==> src/rtl/cpu_pkg.sv <==
// Shared types and helpers for the cpu top: interrupt FSM states, default
// port geometry and the fixed-priority encoder.
package cpu_pkg;

  localparam int DEF_WIDTH   = 8;
  localparam int DEF_N_PORTS = 4;
  localparam int MAX_PORTS   = 16;

  typedef enum logic [1:0] {
    IDLE    = 2'd0,
    REQ     = 2'd1,
    SERVICE = 2'd2
  } state_t;

  // Index of the lowest set bit; bit 0 has the highest priority.
  function automatic logic [3:0] lowest_set(input logic [MAX_PORTS-1:0] v);
    lowest_set = '0;
    for (int i = MAX_PORTS - 1; i >= 0; i--) begin
      if (v[i]) lowest_set = 4'(i);
    end
  endfunction

endpackage

==> src/rtl/io_sync_edge.sv <==
// Two-flop synchroniser for one input port, followed by a previous-value
// register; change flags any bit difference between the two.
module io_sync_edge #(
  parameter int WIDTH = cpu_pkg::DEF_WIDTH
) (
  input  logic             clk,
  input  logic             reset,
  input  logic [WIDTH-1:0] d,
  output logic [WIDTH-1:0] q,
  output logic             change
);

  logic [WIDTH-1:0] sync1;
  logic [WIDTH-1:0] sync2;
  logic [WIDTH-1:0] prev;

  always_ff @(posedge clk or posedge reset) begin
    if (reset) begin
      sync1 <= '0;
      sync2 <= '0;
      prev  <= '0;
    end else begin
      sync1 <= d;
      sync2 <= sync1;
      prev  <= sync2;
    end
  end

  assign q      = sync2;
  assign change = (sync2 != prev);

endmodule

==> src/rtl/io_irq_bank.sv <==
// Parametrised I/O port bank with per-port change-detect interrupts, mask,
// fixed priority and a request/ack/return handshake to the control unit.
module io_irq_bank
  import cpu_pkg::*;
#(
  parameter int WIDTH   = DEF_WIDTH,
  parameter int N_PORTS = DEF_N_PORTS,
  parameter int ADDR_W  = $clog2(N_PORTS)
) (
  input  logic                     clk,
  input  logic                     reset,
  input  logic [N_PORTS*WIDTH-1:0] e_in,
  output logic [N_PORTS*WIDTH-1:0] s_out,
  input  logic [ADDR_W-1:0]        addr,
  output logic [WIDTH-1:0]         rd_data,
  input  logic                     we,
  input  logic [WIDTH-1:0]         wr_data,
  input  logic                     mask_we,
  input  logic [N_PORTS-1:0]       mask_data,
  output logic                     irq_req,
  output logic [ADDR_W-1:0]        irq_vec,
  input  logic                     irq_ack,
  input  logic                     irq_ret,
  output logic [N_PORTS-1:0]       irq_pending
);

  logic [WIDTH-1:0]   sync_val [N_PORTS];
  logic [N_PORTS-1:0] change;
  logic [N_PORTS-1:0] mask;
  logic [3:0]         first_pending;
  logic               ack_fire;
  state_t             state;
  state_t             state_next;

  for (genvar g = 0; g < N_PORTS; g++) begin : g_port
    io_sync_edge #(.WIDTH(WIDTH)) u_sync (
      .clk    (clk),
      .reset  (reset),
      .d      (e_in[g*WIDTH +: WIDTH]),
      .q      (sync_val[g]),
      .change (change[g])
    );
  end

  // Address decode by equality so out-of-range selects read 0 and drop writes.
  always_comb begin
    rd_data = '0;
    for (int i = 0; i < N_PORTS; i++) begin
      if (addr == ADDR_W'(i)) rd_data = sync_val[i];
    end
  end

  always_ff @(posedge clk or posedge reset) begin
    if (reset) begin
      s_out <= '0;
      mask  <= '0;
    end else begin
      for (int i = 0; i < N_PORTS; i++) begin
        if (we && addr == ADDR_W'(i)) s_out[i*WIDTH +: WIDTH] <= wr_data;
      end
      if (mask_we) mask <= mask_data;
    end
  end

  assign ack_fire      = (state == REQ) && irq_ack;
  assign first_pending = lowest_set(MAX_PORTS'(irq_pending));

  // A masked-in change at the same edge as the ack re-pends the port.
  always_ff @(posedge clk or posedge reset) begin
    if (reset) begin
      irq_pending <= '0;
    end else begin
      for (int i = 0; i < N_PORTS; i++) begin
        irq_pending[i] <= (change[i] & mask[i]) |
                          (irq_pending[i] & ~(ack_fire && irq_vec == ADDR_W'(i)));
      end
    end
  end

  always_ff @(posedge clk or posedge reset) begin
    if (reset) begin
      irq_vec <= '0;
    end else if (state == IDLE && |irq_pending) begin
      irq_vec <= first_pending[ADDR_W-1:0];
    end
  end

  always_ff @(posedge clk or posedge reset) begin
    if (reset) state <= IDLE;
    else       state <= state_next;
  end

  always_comb begin
    state_next = state;
    case (state)
      IDLE:    if (|irq_pending) state_next = REQ;
      REQ:     if (irq_ack)      state_next = SERVICE;
      SERVICE: if (irq_ret)      state_next = IDLE;
      default:                   state_next = IDLE;
    endcase
  end

  always_comb begin
    irq_req = (state == REQ);
  end

endmodule

==> config.mk <==
export PLATFORM = sky130hd
export DESIGN_NAME = io_irq_bank
export DESIGN_NICKNAME = d
export VERILOG_FILES = /design/src/rtl/cpu_pkg.sv /design/src/rtl/io_sync_edge.sv /design/src/rtl/io_irq_bank.sv
export SDC_FILE = /design/constraint.sdc
export NUM_CORES = 1
export LEC_CHECK = 0
export ABC_AREA = 1
export BUFFER_PORTS_ARGS = -buffer_cell sky130_fd_sc_hd__buf_4
export CORE_MARGIN = 3
export CORE_UTILIZATION = 55
export DETAILED_ROUTE_END_ITERATION = 6
export PLACE_DENSITY = 0.8
export SETUP_SLACK_MARGIN = 0.3
export SLEW_MARGIN = 20
export SYNTH_ARGS = -nofsm -noshare
export SYNTH_HDL_FRONTEND = slang
export SYNTH_SLANG_ARGS = --single-unit
export TNS_END_PERCENT = 5
==> constraint.sdc <==
create_clock -name clk -period 12.2 [get_ports clk]
set_clock_uncertainty 0.15 [all_clocks]
set_input_delay 3.05 -clock clk [delete_from_list [all_inputs] [get_ports clk]]
set_output_delay 3.05 -clock clk [all_outputs]
set_load 0.02 [all_outputs]
Word-level counts from Yosys, hierarchy flattened
Index checks and enable logic that the tools add are counted.

Bits in registers: 140. Bits of input ports: 52.

Equal/unequal tests: 15. Multiplexer cells: 12. Bitwise gates (word level): 16. Reduce and logical (&&, ||, !) cells: 15.

Operators with widths (count): 8-bit two-way mux (4); 8-bit != test (4); 2-bit two-way mux (7); 2-bit == test (second input constant) (5); 1-bit logical AND (10); 1-bit AND (8); 2-bit by 1-bit == test with 1-bit output (second input constant) (3); 2-bit zero test (3); 2-bit one-hot mux with 3 select lines (1); 2-bit by 1-bit != test with 1-bit output (second input constant) (2); 1-bit inverter (4); 1-bit OR (4); 4-bit OR reduction (1); 3-bit AND reduction (1); 2-bit != test (second input constant) (1).

Depth between registers and ports, before layout
Word-level depth: 6. Depth in mapped cells: 8. Gate-level depth less buffers: 8.

Hierarchy
A second synthesis with hierarchy kept.

Cell total of the unflattened synthesis: 428. Area, all modules: 4946.0 um2.

By module, submodules not included: io_sync_edge (instances 4, cells each 52, area each 730.7 um2, sequential area each 600.6 um2); io_irq_bank (instances 1, cells each 220, area each 2023.2 um2, sequential area each 1101.1 um2).

Worst setup path after synthesis
No wires, ideal clock.

Path type: in2out. Start: input addr[1]. End: output rd_data[4]. Data arrival time: 3.730 ns. Data required time: 9.000 ns. Slack: 5.270 ns. Stages: 5. Path buffers: 0. Cell sequence: nor2_2 > nand2_1 > o21ai_1 > a21oi_1 > o21ai_1.

Longest elaborated chain between the ends: 5.

RTL lines: start: declaration (line io_irq_bank.sv:14) `input logic [ADDR_W-1:0] addr,`; 2-bit zero test (line io_irq_bank.sv:49) `if (addr == ADDR_W'(i)) rd_data = sync_val[i];`; 8-bit two-way mux (3 in series) (line io_irq_bank.sv:49); 8-bit two-way mux * (line io_irq_bank.sv:49); end: declaration (line io_irq_bank.sv:15) `output logic [WIDTH-1:0] rd_data,`.

Every way passes the cells marked *; elsewhere a longest branch is shown, timed or not.

Worst setup path in the final report
Same ends and word-level chain as after synthesis.

==> qor.yml <==
ant_nets: 0
required_ns: 9.00
critPathKind: "in -> out"
grt_pass1_vias: 3713
cts_tree: "built"
synth-main-ff-cell: "dfrtp_1"
nets: 606
overflow: 0
synth_seq_cells: 140
drive_gt1_share_pct: 30.9
synth-seq-area-share_pct: 70.3
root_buffer: "clkbuf_8"
cts_buffers: 17
p_per_area_nw_per_um2: 187
htreeDepth: 4
grt_max_degree: 72
fmaxAchievable_mhz: 137
clk_transition_reported_paths_ns: 0.06
area_growth_syn_to_layout_pct: 28.2
drt_iter0_drc: 109
start_util_pct: 56.9
postSynthCellCount: 440
vias: 3398
status: "finished clean"
grt_first_pass_wirelength_um: 17600
clockBufferDepth: 2
via_per_inst: 5.03
pin_count: 99
port_buffers: 98
ir_drop_uv: 97.4
die_area_um2: 10200
dp.final_hpwl_um: 7270
antenna_found_initial: 0
post-route-min-period_ns: 7.28
die_height_um: 101
cp-start-kind: "primary input"
cts_setup_buffers: 0
post-place-ws_ns: 4.92
hold_viol: 0
clk_latency_ns: 0.51
syn-mean-instance-area_um2: 11.3
setup_viol: 0
wl_per_cell_um: 15.6
final_util_pct: 72.9
core_um2: 8760
path_max_fanout: 8
leakage_uw: 0.00327
layout_setup_ws_ns: 4.92
ctsResizeCount: 0
cp_cell_sequence: "buf_4 > nor2_2 > nand2_1 > o21ai_1 > a21oi_1 > o21ai_1 > buf_4"
cts_sinks: 140
finalCritPeriodShare_pct: 59.7
drv_slew: 0
rsz0062_at_grt: "no"
dr.pass1.iters: 4
netlist_area_um2: 4980
row_count: 34
max_stage_delay_ns: 0.36
synth-edff-count: 0
synth_warnings: 0
gp_congestion: 0.837
end_kind: "primary output"
final_cell_mix: "nand2_1, dfrtp_1, buf_4"
ys_async_sr_fraction_pct: 100
syn_nets: 492
ctsHoldBuffers: 0
wl_um: 10500
tightest_slew_ns: 0.816
grtUsageTotal_pct: 22.7
tns_ns: 0
diodes: 0
cp.arrival_ns: 4.08
synth_cell_type_count: 23
drcViolationCount: 0
nFillCells: 595
relSlewSlack_pct: 45.6
dieWidth_um: 101
hold_class: "reg -> reg"
cap_violations: 0
slowest_stage: "nor2_2"
[cell usage after synthesis (4+ instances only)]
| cell type | n | area (um2) |
|---|---|---|
| a21oi_1 | 7 | 35.0 |
| buf_6 | 4 | 45.0 |
| dfrtp_1 | 140 | 3500 |
| inv_1 | 54 | 203 |
| mux2_2 | 4 | 45.0 |
| nand2_1 | 140 | 526 |
| nand2_2 | 5 | 31.3 |
| nor2_1 | 12 | 45.0 |
| o21ai_1 | 14 | 70.1 |
| o21ai_2 | 24 | 210 |
| o31ai_1 | 5 | 37.5 |
| xnor2_1 | 12 | 105 |
[cell families (layout without fill, tap and decap cells)]
logic type,count (synthesis),count (layout),share of synthesized area [%]
buf+inv,62,189,5.30
simple gates,167,167,13.7
flops,140,140,70.3
xor+xnor,12,12,2.11
compound gates,55,55,7.68
mux,4,4,0.904
[layer usage]
metal | vias up | share of wire [%] | GRT usage (%) | routed length, um
li1 | 1589 | - | - | -
met1 | 1674 | 38 | 25.8 | 3960
met2 | 102 | 53 | 38.3 | 5630
met3 | 33 | 5.5 | 8.26 | 578
met4 | 0 | 3.4 | 10.9 | 358
met5 | - | 0 | 0 | 0
[flip-flops by register name, indices dropped and copies added, names as in the netlist]
register	flops
g_port.u_sync.q	32
mask	4
g_port.u_sync.sync1	32
s_out	32
irq_pending	4
g_port.u_sync.prev	32
irq_vec	2
state	2
[critical path, delay by kind of cell]
kind | cells | cell delay, ns
and+or+nand+nor | 2 | 0.45
buffers and inverters | 2 | 0.31
AOI/OAI and AO/OA | 3 | 0.27
[area by class of cell]
class / instances / area (um2) / share of cell area (%)
clock inverters: 14 / 138 / 2.15
multi-input cells: 238 / 1220 / 19.0
flip-flops and latches: 140 / 3500 / 54.8
well taps: 108 / 135 / 2.12
clock buffers: 18 / 428 / 6.70
repair buffers: 99 / 743 / 11.6
inverters: 58 / 224 / 3.51
[stage by stage]
stage,hold slack [ns],power [uW],instances,area [um2]
after floorplan,0.181,641,440,4980
after global placement,0.183,712,643,5820
after detailed placement,0.185,722,643,5820
after CTS,0.199,1200,675,6390
after global routing,0.205,1250,675,6390
final,0.197,1190,675,6390
[report_power, final]
group	internal, uW	leakage [uW]	total (uW)	switching (uW)
Combinational	73.9	0.00135	178	104
Clock	279	0.000272	480	201
Sequential	507	0.00165	537	29.9
Total	860	0.00327	1190	334
[path summary, 6_finish.rpt]
check	endpoint	start	slack (ns)	cells after the start
min in group asynchronous	g_port[1].u_sync.sync1[5]$_DFF_PP0_	reset	2.48	2
worst max-delay path	rd_data[4]	addr[1]	4.92	7
max in group asynchronous	g_port[2].u_sync.prev[0]$_DFF_PP0_	reset	8.16	3
worst min-delay path	g_port[3].u_sync.q[6]$_DFF_PP0_	g_port[3].u_sync.sync1[6]$_DFF_PP0_	0.20	0
worst max register to register	irq_pending[0]$_DFF_PP0_	state[0]$_DFFE_PP0P_	10.80	5
worst min register to register	g_port[3].u_sync.q[6]$_DFF_PP0_	g_port[3].u_sync.sync1[6]$_DFF_PP0_	0.20	0
(Power assumes the default switching activity.)
